[src/rtl/sram_req_port_if.sv]
// rtl/sram_req_port_if.sv - client handshake and SRAM local-bus signal bundle
// Purpose: groups the request/response handshake and the icoboard_sram bus.
// Ports (signals):
//   req_valid/req_ready/req_write/req_addr/req_wdata/req_be  request channel
//   rsp_valid/rsp_ready/rsp_rdata                            response channel
//   address/write_enable/write_data/lower_byte/upper_byte    to SRAM controller
//   read_data                                                from SRAM controller
// Modports: slave = the request port block, master = client plus SRAM side.
interface sram_req_port_if #(
  parameter int ADDR_W = 19,
  parameter int DATA_W = 16
) ();
  logic              req_valid;
  logic              req_ready;
  logic              req_write;
  logic [ADDR_W-1:0] req_addr;
  logic [DATA_W-1:0] req_wdata;
  logic [1:0]        req_be;
  logic              rsp_valid;
  logic              rsp_ready;
  logic [DATA_W-1:0] rsp_rdata;
  logic [ADDR_W-1:0] address;
  logic              write_enable;
  logic [DATA_W-1:0] write_data;
  logic              lower_byte;
  logic              upper_byte;
  logic [DATA_W-1:0] read_data;

  modport slave (
    input  req_valid, req_write, req_addr, req_wdata, req_be, rsp_ready, read_data,
    output req_ready, rsp_valid, rsp_rdata, address, write_enable, write_data,
           lower_byte, upper_byte
  );

  modport master (
    output req_valid, req_write, req_addr, req_wdata, req_be, rsp_ready, read_data,
    input  req_ready, rsp_valid, rsp_rdata, address, write_enable, write_data,
           lower_byte, upper_byte
  );
endinterface

[src/rtl/sram_req_port.sv]
// rtl/sram_req_port.sv - single-outstanding request/response front-end for the icoboard SRAM bus
// Purpose: accepts one read or write at a time over a valid/ready handshake,
// sequences the SRAM local bus and returns read data over a response channel.
// Ports:
//   pclk    system clock, rising edge
//   resetn  asynchronous active-low reset
//   bus     sram_req_port_if.slave (request, response and SRAM bus signals)
// All outputs are registered.
module sram_req_port #(
  parameter int ADDR_W       = 19,
  parameter int DATA_W       = 16,
  parameter int READ_LATENCY = 2,
  parameter int TURNAROUND   = 1
) (
  input  logic            pclk,
  input  logic            resetn,
  sram_req_port_if.slave  bus
);

  generate
    if (READ_LATENCY < 1 || READ_LATENCY > 4) begin : g_bad_latency
      $error("sram_req_port: READ_LATENCY must be 1..4");
    end
    if (TURNAROUND < 0 || TURNAROUND > 3) begin : g_bad_turnaround
      $error("sram_req_port: TURNAROUND must be 0..3");
    end
  endgenerate

  localparam logic [2:0] LAT_CNT  = 3'(READ_LATENCY);
  localparam logic [2:0] TURN_CNT = 3'(TURNAROUND);

  typedef enum logic [2:0] {
    IDLE,
    WRITE,
    TURN,
    READ_WAIT,
    RESP
  } state_t;

  state_t     state;
  logic [2:0] cnt;

  always_ff @(posedge pclk or negedge resetn) begin
    if (!resetn) begin
      state            <= IDLE;
      cnt              <= 3'd0;
      bus.req_ready    <= 1'b0;
      bus.rsp_valid    <= 1'b0;
      bus.rsp_rdata    <= '0;
      bus.address      <= '0;
      bus.write_enable <= 1'b0;
      bus.write_data   <= '0;
      bus.lower_byte   <= 1'b0;
      bus.upper_byte   <= 1'b0;
    end else begin
      case (state)
        IDLE: begin
          if (bus.req_valid && bus.req_ready) begin
            bus.req_ready <= 1'b0;
            if (bus.req_write) begin
              // An all-zero byte mask is accepted but never touches the bus:
              // staying in IDLE with req_ready low gives the one-cycle gap.
              if (bus.req_be != 2'b00) begin
                state            <= WRITE;
                bus.write_enable <= 1'b1;
                bus.lower_byte   <= bus.req_be[0];
                bus.upper_byte   <= bus.req_be[1];
                bus.address      <= bus.req_addr;
                bus.write_data   <= bus.req_wdata;
              end
            end else begin
              state          <= READ_WAIT;
              bus.address    <= bus.req_addr;
              bus.lower_byte <= 1'b1;
              bus.upper_byte <= 1'b1;
              cnt            <= 3'd1;
            end
          end else begin
            bus.req_ready <= 1'b1;
          end
        end

        WRITE: begin
          bus.write_enable <= 1'b0;
          bus.lower_byte   <= 1'b0;
          bus.upper_byte   <= 1'b0;
          if (TURN_CNT == 3'd0) begin
            state         <= IDLE;
            bus.req_ready <= 1'b1;
          end else begin
            state <= TURN;
            cnt   <= 3'd1;
          end
        end

        TURN: begin
          // cnt counts edges spent in TURN; leaving on the TURNAROUND-th
          // makes req_ready rise exactly TURNAROUND cycles after the pulse.
          if (cnt >= TURN_CNT) begin
            state         <= IDLE;
            bus.req_ready <= 1'b1;
          end else begin
            cnt <= cnt + 3'd1;
          end
        end

        READ_WAIT: begin
          // cnt equals the number of edges since the address was driven.
          if (cnt >= LAT_CNT) begin
            state         <= RESP;
            bus.rsp_rdata <= bus.read_data;
            bus.rsp_valid <= 1'b1;
          end else begin
            cnt <= cnt + 3'd1;
          end
        end

        RESP: begin
          if (bus.rsp_ready) begin
            state          <= IDLE;
            bus.rsp_valid  <= 1'b0;
            bus.lower_byte <= 1'b0;
            bus.upper_byte <= 1'b0;
            bus.req_ready  <= 1'b1;
          end
        end

        default: begin
          state         <= IDLE;
          bus.req_ready <= 1'b0;
        end
      endcase
    end
  end

endmodule

[src/flat_wrapper.sv]
// flat-port wrapper written by rule: the top's interface ports become plain ports
module sram_req_port_flat 
#(
  parameter int ADDR_W       = 19,
  parameter int DATA_W       = 16,
  parameter int READ_LATENCY = 2,
  parameter int TURNAROUND   = 1
)
  (pclk, resetn, bus_req_valid, bus_req_write, bus_req_addr, bus_req_wdata, bus_req_be, bus_rsp_ready, bus_read_data, bus_req_ready, bus_rsp_valid, bus_rsp_rdata, bus_address, bus_write_enable, bus_write_data, bus_lower_byte, bus_upper_byte);
  sram_req_port_if #(.ADDR_W(ADDR_W), .DATA_W(DATA_W)) bus_i ();
  input  logic pclk;
  input  logic resetn;
  input wire logic [$bits(bus_i.req_valid)-1:0] bus_req_valid;
  input wire logic [$bits(bus_i.req_write)-1:0] bus_req_write;
  input wire logic [$bits(bus_i.req_addr)-1:0] bus_req_addr;
  input wire logic [$bits(bus_i.req_wdata)-1:0] bus_req_wdata;
  input wire logic [$bits(bus_i.req_be)-1:0] bus_req_be;
  input wire logic [$bits(bus_i.rsp_ready)-1:0] bus_rsp_ready;
  input wire logic [$bits(bus_i.read_data)-1:0] bus_read_data;
  output wire logic [$bits(bus_i.req_ready)-1:0] bus_req_ready;
  output wire logic [$bits(bus_i.rsp_valid)-1:0] bus_rsp_valid;
  output wire logic [$bits(bus_i.rsp_rdata)-1:0] bus_rsp_rdata;
  output wire logic [$bits(bus_i.address)-1:0] bus_address;
  output wire logic [$bits(bus_i.write_enable)-1:0] bus_write_enable;
  output wire logic [$bits(bus_i.write_data)-1:0] bus_write_data;
  output wire logic [$bits(bus_i.lower_byte)-1:0] bus_lower_byte;
  output wire logic [$bits(bus_i.upper_byte)-1:0] bus_upper_byte;
  assign bus_i.req_valid = bus_req_valid;
  assign bus_i.req_write = bus_req_write;
  assign bus_i.req_addr = bus_req_addr;
  assign bus_i.req_wdata = bus_req_wdata;
  assign bus_i.req_be = bus_req_be;
  assign bus_i.rsp_ready = bus_rsp_ready;
  assign bus_i.read_data = bus_read_data;
  assign bus_req_ready = bus_i.req_ready;
  assign bus_rsp_valid = bus_i.rsp_valid;
  assign bus_rsp_rdata = bus_i.rsp_rdata;
  assign bus_address = bus_i.address;
  assign bus_write_enable = bus_i.write_enable;
  assign bus_write_data = bus_i.write_data;
  assign bus_lower_byte = bus_i.lower_byte;
  assign bus_upper_byte = bus_i.upper_byte;
  sram_req_port #(.ADDR_W(ADDR_W), .DATA_W(DATA_W), .READ_LATENCY(READ_LATENCY), .TURNAROUND(TURNAROUND)) u_core (.pclk(pclk), .resetn(resetn), .bus(bus_i));
endmodule
[config.mk]
export PLATFORM = sky130hd
export DESIGN_NAME = sram_req_port_flat
export DESIGN_NICKNAME = d
export VERILOG_FILES = /design/src/rtl/sram_req_port_if.sv /design/src/rtl/sram_req_port.sv /design/src/flat_wrapper.sv
export SDC_FILE = /design/constraint.sdc
export NUM_CORES = 1
export LEC_CHECK = 0
export ABC_AREA = 1
export CAP_MARGIN = 20
export CORE_MARGIN = 2
export CORE_UTILIZATION = 40
export CTS_CLUSTER_SIZE = 20
export DETAILED_ROUTE_END_ITERATION = 8
export MAX_ROUTING_LAYER = met4
export PLACE_DENSITY_LB_ADDON = 0.15
export SETUP_SLACK_MARGIN = 0.2
export SLEW_MARGIN = 30
export SYNTH_ARGS = -nofsm -noshare
export SYNTH_HDL_FRONTEND = slang
export SYNTH_SLANG_ARGS = --single-unit
[constraint.sdc]
create_clock -name pclk -period 2.8 [get_ports pclk]
set_input_delay 0.7 -clock pclk [delete_from_list [all_inputs] [get_ports pclk]]
set_output_delay 0.7 -clock pclk [all_outputs]
set_load 0.05 [all_outputs]
Word-level counts from Yosys, hierarchy flattened
Index checks and enable logic that the tools add are counted.

operators by class
  eq/ne operators = 15
  mux-type cells = 33
  $lt $le $gt $ge = 2
  $add $sub $neg = 1
  div/mod/pow operators = 0
  $mul = 0
  reductions and logical operators = 17
  bitwise operators = 1
  shifts and indexed selects = 0

operators by type and width
  cell                                                               number
  two-way mux 19 bit                                                 2
  two-way mux 3 bit                                                  10
  one-hot mux 3 bit (5 select lines)                                 1
  two-way mux 1 bit                                                  14
  one-hot mux 3 bit (4 select lines)                                 1
  AND reduction 4 bit                                                3
  != test 2 x 1 -> 1 bit, second input constant                      5
  != test 2 bit, second input constant                               5
  AND reduction 5 bit                                                2
  AND reduction 3 bit                                                3
  equality test 3 x 2 -> 1 bit, second input constant                2
  one-hot mux 1 bit (3 select lines)                                 2
  nonzero test 2 bit                                                 3
  one-hot mux 1 bit (2 select lines)                                 2
  one-hot mux 1 bit (4 select lines)                                 1
  nonzero test 4 bit                                                 1
  adder 3 x 1 -> 3 bit, second input constant                        1
  equality test 3 x 1 -> 1 bit, second input constant                1
  equality test 3 bit, second input constant                         1
  greater-or-equal comparator 3 x 1 -> 1 bit, second input constant  1
  greater-or-equal comparator 3 x 2 -> 1 bit, second input constant  1
  logical NOT 3 bit                                                  1
  != test 3 x 2 -> 1 bit, second input constant                      1
  nonzero test 3 bit                                                 1
  4 further kinds                                                    4

word-level totals
  memories kept = 0
  bits in latches = 0
  output and inout bits = 56
  bits in writable memories = 0
  logic and storage cells = 79
  input bits = 58
  memory bits (read-only) = 0
  register bits = 62

Depth between registers and ports, before layout
  depth in word-level cells = 5
  mapped depth = 9
  depth with buffers taken out = 9

Least setup slack after synthesis
No wires, ideal clock.

  kind = register to register
  start point = register u_core.bus.req_ready
  end point = register u_core.bus.write_data[0]
  arrival time = 1530 ps
  period minus slack after synthesis = 1649 ps
  setup slack = 1151 ps
  cell stages (with the launch flop) = 7
  cells stage by stage = dfrtp_1 > nand2_1 > nor3_4 > nand2_4 > buf_6 > nand2_1 > nand2_1

on the way
  longest elaborated chain between the ends = 2

RTL lines
  item                                  RTL line                RTL
  from (decl)                           sram_req_port_if.sv:31  output req_ready, rsp_valid, rsp_rdata, address, write_enable, write_data,
  from (signal assigned)                sram_req_port.sv:47     bus.req_ready <= 1'b0;
  from (signal assigned)                sram_req_port.sv:59     bus.req_ready <= 1'b0;
  from (signal assigned)                sram_req_port.sv:79     bus.req_ready <= 1'b1;
  logical AND 1 bit                     sram_req_port.sv:58     if (bus.req_valid && bus.req_ready) begin
  AND reduction 4 bit (no source line)  n/a
  to (signal assigned)                  sram_req_port.sv:69     bus.write_data <= bus.req_wdata;
  to (decl)                             sram_req_port_if.sv:31

Every way passes these cells.
A chain may end at the register's enable or synchronous reset.

Final worst setup path
  start point = register u_core.bus.req_ready
  end point = output bus_req_ready

RTL lines
  item       RTL line            RTL
  to (decl)  flat_wrapper.sv:20  output wire logic [$bits(bus_i.req_ready)-1:0] bus_req_ready;

No word-level cell between the ends.

==> run summary <==
The run finished with clean final reports. Walking the worst path, the cells encountered are clkdlybuf4s50_1. Gate family responsible for the most delay along the worst path: buffers and inverters. The count of buffers added on input and output ports is 113. The worst setup path is of the flop to primary output kind. Aggregate negative setup slack: 0 ps.

In this design, the stage delay of the slowest critical-path cell is 830 ps. The ratio of final minimum period to clock period is 0.815. The startpoint identified for the worst register-to-register timing path is u_core.cnt[0].

The minimum clock period works out to 2280 ps. The fraction of the yosys area taken by sequential cells came out at 0.571. The wire length of the first global-routing pass is 10.4 mm. The tools report the number of gates resized after CTS as 0. Dividing total power by cell area gives a power density of 1340 nW/µm². The repair_antennas step left the layout with diodes totalling 0. The slew at the pin closest to its max-slew limit was 534 ps. Wires add up to 6.23 mm. The synthesized netlist occupies a cell area of 2720 µm². The initial antenna violation count was 0.

The tools report the area of the core as 6680 µm². The nature of the critical path endpoint was a primary output. The detail route stage leaves a number of antenna-violating nets equal to 0.

Library cell occupying the most area in the post-synthesis netlist: sky130_fd_sc_hd__dfrtp_1. The clock drives 62 sinks. Among all stages on the critical path, the largest delay is contributed by sky130_fd_sc_hd__clkdlybuf4s50_1. Power comes to 5.49 mW. The top cell types in the final layout, fill and taps aside, are 114 x sky130_fd_sc_hd__nand2_1, 112 x sky130_fd_sc_hd__clkdlybuf4s50_1, 62 x sky130_fd_sc_hd__dfrtp_1. The logs give 2,274 for the via count of the first global-routing pass and 0.626 mV for the worst IR drop on VDD.

Mean post-synth cell area: 8.71 µm². The H-tree was split into 3 levels. TritonCTS built the clock tree. The number of instances in the synthesized netlist was 312; the post-synth net total was 373. The proportion of netlist area held by the largest area contributor was 0.571; the number of placement rows was 30.

Largest net degree at the start of global routing: 63. The later pin in the worst-skew pair is clocked with a latency of 330 ps. The critical path starts at u_core.bus.req_ready. The overall die height was 86.4 µm; the highest net fanout along the worst path was 4. Based on the critical path, the design can be clocked at up to 438 MHz. The count of buffering cells on the critical path with inverters included came out at 1. The tools report the number of violations of the max-capacitance limit as 0.

After detailed routing, the average wire length per cell comes to 12.1 µm. The arrival time reported for the critical path endpoint is 1580 ps, and the required arrival time at the worst endpoint is 2100 ps. The class of the worst hold path is input pin to asynchronous set/reset pin. The maximum buffer depth of the clock tree came out at 2.

Across the routed clock network, the largest skew measured is 6.20 ps. The library cell used most frequently in the layout, excluding fill and tap cells, is sky130_fd_sc_hd__nand2_1. The run gives 0.643 as the tightest slew margin relative to the limit. The worst register-to-register path has a setup slack of 1040 ps. The overall overflow remaining after global route is 0, and the DRC violation count after routing is 0.

The post-CTS setup-driven buffer insertion count is 0. For this design, the CTS-stage hold fixing added 0 buffers. Relative to the synthesized area, the layout overhead comes to 51.2%. Yosys attributes the largest share of cell area to sky130_fd_sc_hd__dfrtp_1 57%, sky130_fd_sc_hd__nand2_1 16%, sky130_fd_sc_hd__nand3_1 7.5%, sky130_fd_sc_hd__inv_1 4.3%, sky130_fd_sc_hd__o21ai_1 3.1%.

The total of endpoints with negative setup slack in the final report came out at 0. Setup repair after global routing left no endpoint under its margin. For this block, the via count after detailed routing is 2,345. From left edge to right edge, the die measures 86.4 µm.

The tools report the estimated wirelength of the detail-placed design as 4.48 mm. The run gives 0 as the count of pins over their slew limit. Yosys printed 0 warnings.

The CTS clock-pin slew for the worst setup and hold paths works out to 70 ps. The root buffer cell chosen for the clock tree is sky130_fd_sc_hd__clkbuf_8. The run gives 0.407 as the initial standard-cell utilization of the core. The tools report the distinct cell type count after synthesis as 23. Routability-driven placement finished with a final weighted congestion of 0.839. The tools report the iteration-0 DRC count of the detailed router as 82. The logs give 7470 µm² for the floorplan die area and 9 for the clock buffer count from CTS.

In the final design database the tool counted 491 nets. Overall track demand over capacity in global routing: 0.183. For this design the top-level I/O count stands at 114.

The final-report hold violation count came out at 0. The reported leakage power was 2.05 nW; the number of optimization iterations in the first detailed-route pass was 4. The share of layout cells above drive strength 1 came out at 0.0713. The worst setup path is launched from a flop. After synthesis the netlist holds a flip-flop and latch count of 62. The average via count per standard cell is 4.55.
where the power goes:
| group | leakage [nW] | internal (mW) | total [mW] | switching (mW) |
|---|---|---|---|---|
| registers | 0.746 | 1.31 | 1.57 | 0.254 |
| logic | 1.20 | 1.01 | 3.14 | 2.13 |
| clock network | 0.106 | 0.455 | 0.785 | 0.330 |
stage by stage:
step | area, µm² | utilization | hold slack [ps] | std cells | worst slack [ps]
finish | 4110 | 0.615 | 357 | 515 | 517
global route | 4110 | 0.615 | 395 | 515 | 478
CTS | 4110 | 0.615 | 380 | 515 | 492
detailed placement | 3910 | 0.585 | 458 | 499 | 708
global placement | 3910 | 0.585 | 452 | 499 | 730
floorplan | 2720 | - | 404 | 312 | 1150
routing by layer:
| metal | GRT usage | vias to the layer above | routed length, µm |
|---|---|---|---|
| met1 | 0.236 | 1032 | 2900 |
| met3 | 0.0505 | 8 | 524 |
| li1 | - | 1215 | - |
| met2 | 0.272 | 90 | 2720 |
| met5 | - | - | 0 |
| met4 | 0.0767 | 0 | 81 |
final cells by class:
type                            count  area [µm²]
Fill cell                         616        2570
Sequential cell                    62        1550
Timing Repair Buffer              117        1170
Multi-Input combinational cell    207         961
Clock buffer                       12         155
Inverter                           33         129
Tap cell                           80         100
Clock inverter                      4        45.0
state kept, by name, indices dropped and copies added, names as in the netlist:
register and flops:
u_core.state 3, u_core.bus.lower_byte 1, u_core.bus.write_enable 1, u_core.bus.write_data 16, u_core.bus.rsp_rdata 16, u_core.bus.rsp_valid 1
u_core.bus.req_ready 1, u_core.bus.address 19, u_core.cnt 3, u_core.bus.upper_byte 1
logic make-up after synthesis:
kind of cell,synth area share
AO/OA/AOI/OAI,0.0469
buffers and inverters,0.0759
XOR/XNOR,0.00322
flip-flops,0.571
adder cells (fa/ha/maj),0.0138
AND/OR/NAND/NOR,0.289
synth_stat cells:
cell / instances
sky130_fd_sc_hd__inv_6: 1
sky130_fd_sc_hd__nor2_1: 15
sky130_fd_sc_hd__ha_1: 3
sky130_fd_sc_hd__nand2_4: 3
sky130_fd_sc_hd__nor2_4: 2
sky130_fd_sc_hd__dfrtp_1: 62
sky130_fd_sc_hd__o21ai_1: 17
sky130_fd_sc_hd__inv_2: 1
sky130_fd_sc_hd__nand4_2: 1
sky130_fd_sc_hd__clkbuf_2: 2
sky130_fd_sc_hd__nand2_1: 114
sky130_fd_sc_hd__a21boi_0: 1
sky130_fd_sc_hd__clkbuf_1: 2
sky130_fd_sc_hd__nand3_1: 41
sky130_fd_sc_hd__buf_6: 4
sky130_fd_sc_hd__o21bai_1: 2
sky130_fd_sc_hd__xor2_1: 1
sky130_fd_sc_hd__buf_4: 2
sky130_fd_sc_hd__nand2_2: 1
sky130_fd_sc_hd__nor2_2: 1
sky130_fd_sc_hd__inv_1: 31
sky130_fd_sc_hd__nor3_4: 1
sky130_fd_sc_hd__o21ai_0: 4
path summary, 6_finish.rpt:
kind | to | cells after the start
max in group asynchronous | u_core.cnt[1] | 2
setup reg to reg | u_core.cnt[1] | 8
hold reg to reg | u_core.bus.write_data[9] | 2
setup / recovery | bus_req_ready | 1
hold / removal | u_core.bus.address[15] | 2
min in group pclk | u_core.bus.write_data[9] | 2
Note: power is estimated with default switching activity, not from simulation.
